[config.mk]
export PLATFORM = sky130hd
export DESIGN_NAME = fixed_point_adder_pipe
export DESIGN_NICKNAME = d
export VERILOG_FILES = /design/src/rtl/fixed_point_pkg.sv /design/src/rtl/fxp_mag_addsub.sv /design/src/rtl/fixed_point_adder_pipe.sv
export SDC_FILE = /design/constraint.sdc
export NUM_CORES = 1
export LEC_CHECK = 0
export BUFFER_PORTS_ARGS = -buffer_cell sky130_fd_sc_hd__clkbuf_2
export CAP_MARGIN = 10
export CORE_MARGIN = 8
export CORE_UTILIZATION = 30
export DETAILED_ROUTE_END_ITERATION = 8
export GPL_TIMING_DRIVEN = 0
export PLACE_DENSITY = 0.45
export SLEW_MARGIN = 10
export SYNTH_ARGS = -nofsm -noshare
export SYNTH_HDL_FRONTEND = slang
export SYNTH_HIERARCHICAL = 1
export SYNTH_SLANG_ARGS = --single-unit
export TNS_END_PERCENT = 5
[constraint.sdc]
create_clock -name clk -period 9.7 [get_ports clk]
set_clock_uncertainty 0.1 [all_clocks]
set_input_delay 0.485 -clock clk [delete_from_list [all_inputs] [get_ports clk]]
set_output_delay 0.485 -clock clk [all_outputs]
set_load 0.1 [all_outputs]
[src/rtl/fixed_point_pkg.sv]
// Shared Q/N sign-magnitude fixed-point definitions: default widths, word struct
// and the helper that normalises -0 to +0.
package fixed_point_pkg;

    localparam int unsigned FxpQ = 15;
    localparam int unsigned FxpN = 32;

    typedef struct packed {
        logic            sign;
        logic [FxpN-2:0] mag;
    } sign_mag_t;

    function automatic sign_mag_t to_sign_mag(input logic sign, input logic [FxpN-2:0] mag);
        sign_mag_t r;
        r.sign = sign & (|mag);
        r.mag  = mag;
        return r;
    endfunction

endpackage

[src/rtl/fxp_mag_addsub.sv]
// Combinational magnitude add/subtract for sign-magnitude operands; sign_sel=1 means
// the result takes the sign of operand B, otherwise the sign of operand A.
module fxp_mag_addsub #(
    parameter int unsigned N = 32
) (
    input  logic [N-2:0] ma,
    input  logic [N-2:0] mb,
    input  logic         same_sign,
    input  logic         a_ge_b,
    output logic [N-2:0] mag,
    output logic         sign_sel,
    output logic         ovf
);

    logic [N-1:0] sum;

    always_comb begin
        sum      = {1'b0, ma} + {1'b0, mb};
        mag      = '0;
        sign_sel = 1'b0;
        ovf      = 1'b0;
        if (same_sign) begin
            if (sum[N-1]) begin
                mag = '1;
                ovf = 1'b1;
            end else begin
                mag = sum[N-2:0];
            end
        end else if (a_ge_b) begin
            mag = ma - mb;
        end else begin
            mag      = mb - ma;
            sign_sel = 1'b1;
        end
    end

endmodule

[src/rtl/fixed_point_adder_pipe.sv]
// Two-stage sign-magnitude fixed-point adder/subtractor with saturation and
// valid/ready flow control; the pipeline holds at most two results.
module fixed_point_adder_pipe
    import fixed_point_pkg::*;
#(
    parameter int unsigned Q = FxpQ,
    parameter int unsigned N = FxpN
) (
    input  logic         clk,
    input  logic         rst_n,
    input  logic         in_valid,
    output logic         in_ready,
    input  logic [N-1:0] a,
    input  logic [N-1:0] b,
    input  logic         sub,
    output logic         out_valid,
    input  logic         out_ready,
    output logic [N-1:0] c,
    output logic         ovf
);

    // The result struct is sized from the package, so the word width must match it.
    if (N != FxpN) begin : gen_bad_n
        $error("fixed_point_adder_pipe: N must equal fixed_point_pkg::FxpN");
    end
    if (Q >= N - 1) begin : gen_bad_q
        $error("fixed_point_adder_pipe: Q must be smaller than the magnitude width");
    end

    logic         s1_valid_q, s1_valid_d;
    logic         sa_q, sa_d;
    logic         sb_q, sb_d;
    logic [N-2:0] ma_q, ma_d;
    logic [N-2:0] mb_q, mb_d;
    logic         same_sign_q, same_sign_d;
    logic         a_ge_b_q, a_ge_b_d;
    logic         out_valid_q, out_valid_d;
    sign_mag_t    c_q, c_d;
    logic         ovf_q, ovf_d;

    logic         adv1, adv2;
    logic         sb_eff;
    logic [N-2:0] s2_mag;
    logic         s2_sign_sel;
    logic         s2_ovf;

    fxp_mag_addsub #(
        .N (N)
    ) u_mag_addsub (
        .ma        (ma_q),
        .mb        (mb_q),
        .same_sign (same_sign_q),
        .a_ge_b    (a_ge_b_q),
        .mag       (s2_mag),
        .sign_sel  (s2_sign_sel),
        .ovf       (s2_ovf)
    );

    always_comb begin
        adv2   = !out_valid_q || out_ready;
        adv1   = !s1_valid_q || adv2;
        sb_eff = b[N-1] ^ sub;

        s1_valid_d  = s1_valid_q;
        sa_d        = sa_q;
        sb_d        = sb_q;
        ma_d        = ma_q;
        mb_d        = mb_q;
        same_sign_d = same_sign_q;
        a_ge_b_d    = a_ge_b_q;
        out_valid_d = out_valid_q;
        c_d         = c_q;
        ovf_d       = ovf_q;

        if (adv1) begin
            s1_valid_d = in_valid;
            if (in_valid) begin
                sa_d        = a[N-1];
                sb_d        = sb_eff;
                ma_d        = a[N-2:0];
                mb_d        = b[N-2:0];
                same_sign_d = (a[N-1] == sb_eff);
                a_ge_b_d    = (a[N-2:0] >= b[N-2:0]);
            end
        end

        // Bubbles advance out_valid only; the last result stays on c/ovf.
        if (adv2) begin
            out_valid_d = s1_valid_q;
            if (s1_valid_q) begin
                c_d   = to_sign_mag(s2_sign_sel ? sb_q : sa_q, s2_mag);
                ovf_d = s2_ovf;
            end
        end
    end

    always_ff @(posedge clk or negedge rst_n) begin
        if (!rst_n) begin
            s1_valid_q  <= 1'b0;
            sa_q        <= 1'b0;
            sb_q        <= 1'b0;
            ma_q        <= '0;
            mb_q        <= '0;
            same_sign_q <= 1'b0;
            a_ge_b_q    <= 1'b0;
            out_valid_q <= 1'b0;
            c_q         <= '0;
            ovf_q       <= 1'b0;
        end else begin
            s1_valid_q  <= s1_valid_d;
            sa_q        <= sa_d;
            sb_q        <= sb_d;
            ma_q        <= ma_d;
            mb_q        <= mb_d;
            same_sign_q <= same_sign_d;
            a_ge_b_q    <= a_ge_b_d;
            out_valid_q <= out_valid_d;
            c_q         <= c_d;
            ovf_q       <= ovf_d;
        end
    end

    assign in_ready  = adv1;
    assign out_valid = out_valid_q;
    assign c         = c_q;
    assign ovf       = ovf_q;

endmodule

==> results_dict.tcl, run 1 <==
set metrics [dict create \
    ys_warn_count 6 \
    grt_overflow 0 \
    synth_cell_types 74 \
    clockBufferDepth 2 \
    synth.area.top_cells "dfrtp_1 (26%), ha_1 (16%), mux2_1 (7.5%), a21oi_1 (6.0%), inv_1 (5.0%)" \
    yosys.area_share.simple_pct 14.32 \
    setup.worst_path.class "reg -> reg" \
    drive_above_1_share_pct 11.88 \
    leakagePower_uw 0.005064 \
    maxCapViolations 0 \
    drt_iter0_markers 615 \
    critPathMaxFanout 10 \
    dpl_cell_area_sq_um 10640 \
    regToRegStartpoint "ma_q[27]" \
    die_w_um 194.8 \
    cp.required_ns 9.84 \
    grt_pass1_wl_um 54740 \
    synth_compound_area_share_pct 26.54 \
    status "finished, final reports clean" \
    path_clk_slew_ns 0.08 \
    r2r_slack_ns 5.01 \
    synthAdderAreaFrac_pct 16.55 \
    synth_edf_count 0 \
    routed_wl_um 34940 \
    ys_seq_elements 101 \
    hold_viol_final 0 \
    htree_levels 3 \
    dp_hpwl_um 28810 \
    io_buffers 103 \
    holdWs_ns 0.2458 \
    crit_path_end_kind "register" \
    ir_worst_vdd_mv 0.2011 \
    antenna_found_initial 0 \
    p_total_uw 2817 \
    rsz0062_at_grt "no" \
    grt.busiest_layer "met2" \
    synthesis.nets 1361 \
    dieArea_sq_um 37930 \
    min_path_type "in -> reg" \
    worst_slew_pin_slew_ns 0.8042 \
    synth_top_family_by_area "compound AO/OA/AOI/OAI gates" \
    synth_top_cell_area_share_pct 26.37 \
    cts_resized 0 \
    cts_tree "yes" \
    critPathLaunchType "register" \
    seq_area_frac_synth_pct 26.37 \
    vias 9282 \
    finalCriticalPeriod_ns 4.690 \
    die_h_um 194.8 \
    routedWlPerCell_um 20.67 \
    via_per_inst 5.492 \
    post-route-util_pct 34.84 \
    synth.mux.area_fraction_pct 8.054 \
    final_nets 1477 \
    syn_area_per_cell_sq_um 8.214 \
    clk_latency_ns 0.36 \
    pwr_density_cell_nw_per_um2 256.8 \
    slew_headroom_pct 45.93 \
    worstPathArrival_ns 4.83 \
    fin_area_sq_um 10970 \
    start_util_pct 30.46 \
    async_flop_share_pct 100.0 \
    coreArea_sq_um 31470 \
    grt_max_degree 52 \
    post-route-drc-count 0 \
    synth_xor_area_share_pct 0.6396 \
    ant_nets 0 \
    rows 65 \
    area_growth_pct 14.41 \
    netlist_instances 1167 \
    grtUsageMet1_pct 26.54 \
    grt_use_total_pct 18.17 \
    ios 104 \
    cts_buffers 9 \
    ys.flop_type "dfrtp_1" \
    n_antenna_cell 0 \
    cts_sinks 101 \
    worstHoldStart "in_valid" \
    final_max_slew_viol_count 0 \
    met3_usage_pct 3.334 \
    ctsRootBufferMaster "clkbuf_16" \
    drt_first_pass_iters 7 \
    met2_usage_pct 27.25 \
    grt_pass1_vias 9167 \
    cp-startpoint "ma_q[27]" \
    globalplace.congestion 0.9432 \
    fmax_mhz 213.2 \
    finalSetupViolations 0 \
    fin_tns_setup_ns 0 \
    synth_top_area_cell "dfrtp_1" \
    fin_crit_sh_pct 48.35 \
    synth.cell_area_sq_um 9585 \
]
## worst max-delay path, stage by stage (launching register included)
cell      delay (ns)
dfrtp_1         0.46
inv_1           0.07
ha_1            0.27
buf_4           0.18
inv_1           0.17
a21oi_1         0.20
o21ai_0         0.12
a221oi_1        0.74
nand2_1         0.26
o21bai_2        0.40
clkbuf_1        0.34
o221ai_1        0.23
o21ai_0         0.22
nor4_1          0.37
nand4_1         0.15
o221ai_1        0.21
o21ai_1         0.08
## layer usage
layer / part of all wire [%] / routed length, um / up-vias
met1: 50 / 17640 / 4473
met2: 41 / 14500 / 322
met4: 1.5 / 512 / 0
met3: 6.6 / 2289 / 36
li1: - / - / 4451
met5: 0 / 0 / -
## logic make-up (layout without fill, tap and decap cells)
logic type	after synthesis	after routing
compound gates	390	390
mux	69	69
flops	101	101
fa+ha+maj	125	125
xor+xnor	7	7
simple gates	290	290
buf+inv	185	306
## placed cells by master (no fill, tap or decap), types with 15 or more instances in the layout
master      n
a211oi_1   16
a21oi_1   114
a221o_1    15
clkbuf_1   35
clkbuf_2  103
dfrtp_1   101
ha_1      122
inv_1     127
mux2_1     64
nand2_1   101
nand2b_1   15
nand4_1    24
nor2_1     75
nor3_1     16
o21ai_0    63
o21ai_1    36
o21bai_1   21
## final timing paths
check                      depth (start not counted)          to
setup reg to reg                                  16       c[31]
min in group asynchronous                          2     ma_q[7]
hold / removal                                     2  s1_valid_q
hold reg to reg                                    2       c[31]
setup / recovery                                  16       c[31]
max in group asynchronous                          3       c[25]
## sequential cells by signal, summed over array words and instances, names as in the netlist
name         flops
c               32
ma_q            31
mb_q            31
a_ge_b_q         1
out_valid        1
ovf              1
s1_valid_q       1
sa_q             1
same_sign_q      1
sb_q             1
## final cells by class
type	count	area [sq um]
clock buffers	10	239.0
flip-flops and latches	101	2527
clock inverters	6	77.57
plain buffers	57	241.5
fillers	3383	20510
multi-input cells	881	6336
inverters	128	480.5
well taps	402	503.0
repair buffers	105	561.8
## power by group
group / internal (uW) / leakage [uW] / switching, uW / total, uW
logic: 467 / 0.00372 / 1330 / 1800
clock network: 213 / 0.000153 / 192 / 405
registers: 529 / 0.00119 / 84.8 / 614
total: 1210 / 0.00506 / 1610 / 2820
## through the flow
stage               setup slack (ns)  instances
floorplan                      6.242       1167
global placement               4.975       1672
detailed placement             5.041       1673
CTS                            5.006       1690
global route                   4.597       1690
finish                         5.010       1690
## cells in the mapped netlist, drive strengths merged (4+ instances only)
library cell	n
o211ai	8
nand2	101
clkbuf	36
xnor2	7
inv	128
a221o	15
a22oi	5
a2111oi	5
and2	5
mux2	65
nor3	16
a211oi	16
a31oi	9
dfrtp	101
buf	21
nand2b	16
o21bai	22
ha	122
nor2b	10
o31ai	9
nor4	14
o22ai	14
a21oi	114
a221oi	8
nand4	24
o21a	4
o21ai	99
mux2i	4
nor2	76
o41ai	5
a21o	11
a22o	4
o221ai	15
nand3	12
## repair_timing
action                    CTS  global route
hold endpoints to repair   11             0
buffers inserted            0             0
hold buffers                1             0
(Power assumes the default switching activity.)
==> inputs of run 2 (changes only) <==
--- a/config.mk
+++ b/config.mk
@@ -5,13 +5,14 @@
 export SDC_FILE = /design/constraint.sdc
 export NUM_CORES = 1
 export LEC_CHECK = 0
+export ABC_AREA = 1
 export BUFFER_PORTS_ARGS = -buffer_cell sky130_fd_sc_hd__clkbuf_2
 export CAP_MARGIN = 10
 export CORE_MARGIN = 8
 export CORE_UTILIZATION = 30
 export DETAILED_ROUTE_END_ITERATION = 8
 export GPL_TIMING_DRIVEN = 0
-export PLACE_DENSITY = 0.45
+export PLACE_DENSITY = 0.46
 export SLEW_MARGIN = 10
 export SYNTH_ARGS = -nofsm -noshare
 export SYNTH_HDL_FRONTEND = slang
==> constraint.sdc (replaced) <==
create_clock -name clk -period 4 [get_ports clk]
set_clock_uncertainty 0.1 [all_clocks]
set_input_delay 0.2 -clock clk [delete_from_list [all_inputs] [get_ports clk]]
set_output_delay 0.2 -clock clk [all_outputs]
set_load 0.1 [all_outputs]
==> run 2 against run 1 <==
Net effect:
- largest power group unchanged
- non-clock buffer count increased by 64
- critical path type unchanged
- sequential cell count unchanged
- utilization up 0.91 points
- maximum frequency increased by 33%
- sequential power increased by 140%
==> results_dict.tcl, run 2 <==
set metrics [dict create \
    status "finished, final reports clean" \
    dieArea_sq_um 46690 \
    ys_warn_count 6 \
    ir_worst_vdd_mv 0.3893 \
    r2r_slack_ns 0.47 \
    synth_top_cell_area_share_pct 26.01 \
    worstPathArrival_ns 3.68 \
    worst_slew_pin_slew_ns 0.9188 \
    ctsRootBufferMaster "clkbuf_16" \
    pwr_density_cell_nw_per_um2 551.1 \
    ys.flop_type "dfrtp_1" \
    finalSetupViolations 0 \
    slew_headroom_pct 38.10 \
    coreArea_sq_um 39640 \
    holdWs_ns 0.01964 \
    htree_levels 3 \
    synth_top_area_cell "nand2_1" \
    fill_cells 4506 \
    cp.required_ns 4.15 \
    grt_pass1_wl_um 71470 \
    critPathSlowestCell "o21ai_0" \
    synth.cell_area_sq_um 12010 \
    cts_sinks 101 \
    final_nets 2426 \
    drt_iter0_markers 772 \
    ys_seq_elements 101 \
    final_cell_mix "nand2_1 (832), inv_1 (388), nor2_1 (124)" \
    io_buffers 103 \
    crit_path_end_kind "register" \
    drive_above_1_share_pct 10.42 \
    dp_hpwl_um 39910 \
    start_util_pct 30.29 \
    cts_resized 0 \
    drt_first_pass_iters 6 \
    min_path_type "in -> reg" \
    synth_most_common_cell "nand2_1" \
    syn_area_per_cell_sq_um 5.847 \
    slowest_delay_ns 0.55 \
    via_per_inst 4.606 \
    grt_overflow 0 \
    setup.worst_path.class "reg -> reg" \
    hold_viol_final 0 \
    fmax_mhz 283.3 \
    ios 104 \
    seq_area_frac_synth_pct 21.05 \
    clk_latency_ns 0.38 \
    synth.area.top_cells "nand2_1 (26%), dfrtp_1 (21%), ha_1 (13%), inv_1 (12%), o21ai_0 (4.3%)" \
    maxCapViolations 0 \
    synth_edf_count 0 \
    routed_wl_um 46720 \
    finalCriticalPeriod_ns 3.530 \
    crit_path_cell_trace "inv_1 -> ha_1 -> nand2_1 -> nor2_2 -> nand2_1 -> nand3_1 -> nand3_1 -> nand2_1 -> o21ai_0 -> nand3_1 -> nand3_1 -> nand2_1 -> inv_1 -> nand3_1 -> nor2_1 -> nand4_1 -> nand2_1 -> o21ai_0" \
    path_clk_slew_ns 0.07 \
    post-route-drc-count 0 \
    fin_crit_sh_pct 88.25 \
    synthesis.nets 2248 \
    yosys-top-cells-count "nand2_1 (832), inv_1 (388), nor2_1 (124)" \
    critPathMaxFanout 5 \
    async_flop_share_pct 100.0 \
    cp_top_family "simple AND/OR/NAND/NOR gates" \
    critPathLaunchType "register" \
    antenna_found_initial 0 \
    final_max_slew_viol_count 0 \
    rows 73 \
    area_growth_pct 18.03 \
    die_w_um 216.1 \
    vias 12730 \
    grt_use_total_pct 19.77 \
    rsz0062_at_grt "no" \
    leakagePower_uw 0.008377 \
    grt_pass1_vias 12560 \
    cp_num_buf_inv 2 \
    clockBufferDepth 2 \
    cts_tree "yes" \
    grt_max_degree 59 \
    globalplace.congestion 0.9387 \
    fin_tns_setup_ns 0 \
    cts_buffers 9 \
    largest_reg_flops 32 \
    p_total_uw 7812 \
    routedWlPerCell_um 16.91 \
    final_common_cell "nand2_1" \
    netlist_instances 2054 \
    die_h_um 216.1 \
    synth_cell_types 44 \
    ant_nets 0 \
]
[run 2: changes by cell type in the layout (fill, tap and decap cells not counted), moves of 16 or more]
cell,before,now
nand2_1,101,832
inv_1,127,388
nand3_1,12,101
mux2_1,64,0
dlygate4sd3_1,1,63
a21oi_1,114,63
nor2_1,75,124
o21ai_0,63,104
o21ai_1,36,7
clkbuf_1,35,12
a211oi_1,16,0
[run 2: worst reg2reg max path, cell delays in order (launching register included)]
cell and delay (ns):
dfrtp_1 0.51, inv_1 0.20, ha_1 0.37, nand2_1 0.12, nor2_2 0.08, nand2_1 0.06, nand3_1 0.18, nand3_1 0.13
nand2_1 0.09, o21ai_0 0.55, nand3_1 0.14, nand3_1 0.15, nand2_1 0.09, inv_1 0.07, nand3_1 0.07, nor2_1 0.22
nand4_1 0.12, nand2_1 0.06, o21ai_0 0.08
[run 2: logic make-up after synthesis]
kind of cell | synth area share [%]
adders and majority gates | 13.21
DFF | 21.05
buffers and inverters | 15.80
muxes | 0.09376
and+or+nand+nor | 39.24
xor gates and xnor gates | 1.386
AOI/OAI and AO/OA | 9.231
[run 2: path summary, 6_finish.rpt]
| path | startpoint | to | depth (start not counted) |
|---|---|---|---|
| worst min-delay path | b[21] | mb_q[21] | 3 |
| max in group asynchronous | rst_n | mb_q[23] | 3 |
| worst max register to register | ma_q[1] | c[31] | 18 |
| worst max-delay path | ma_q[1] | c[31] | 18 |
| worst min register to register | c[8] | c[8] | 2 |
| min in group asynchronous | rst_n | mb_q[2] | 2 |
[run 2: final cells by class]
| cell class | count | area [sq um] | share of cell area, % |
|---|---|---|---|
| multi-input combinational | 1492 | 7585 | 53.51 |
| sequential | 101 | 2527 | 17.83 |
| inverter | 402 | 1514 | 10.68 |
| timing repair buffer | 167 | 1182 | 8.341 |
| tap | 525 | 656.9 | 4.634 |
| buffer | 59 | 382.9 | 2.701 |
| clock buffer | 12 | 246.5 | 1.739 |
| clock inverter | 4 | 77.57 | 0.5473 |
| antenna | 1 | 2.502 | 0.01765 |
[run 2: stage by stage]
stage	area (sq um)	cells	setup WS, ns	util [%]
2_1_floorplan	12010	2054	1.376	-
3_3_place_gp	13180	2682	0.5203	33.25
3_5_place_dp	13220	2683	0.4998	33.34
4_1_cts	14170	2762	0.4843	35.75
5_1_grt	14170	2762	0.2165	35.75
6_report	14170	2763	0.4702	35.76
[run 2: power by group]
group          total, uW  internal [uW]  switching (uW)
sequential          1500           1280             216
clock                998            571             427
combinational       5320           1350            3970
total               7810           3200            4610
[run 2: routing by layer]
metal / vias to the layer above / global-route usage [%] / wire (um)
li1: 6567 / - / -
met1: 5824 / 26.81 / 22620
met2: 296 / 32.83 / 21360
met3: 40 / 2.437 / 1753
met4: 0 / 5.140 / 981
met5: - / 0 / 0
[run 2: repair_timing]
action / 4_1_cts / 5_1_grt
endpoints found under the hold margin: 105 / 0
hold buffers: 63 / 0
setup buffers: 0 / 0
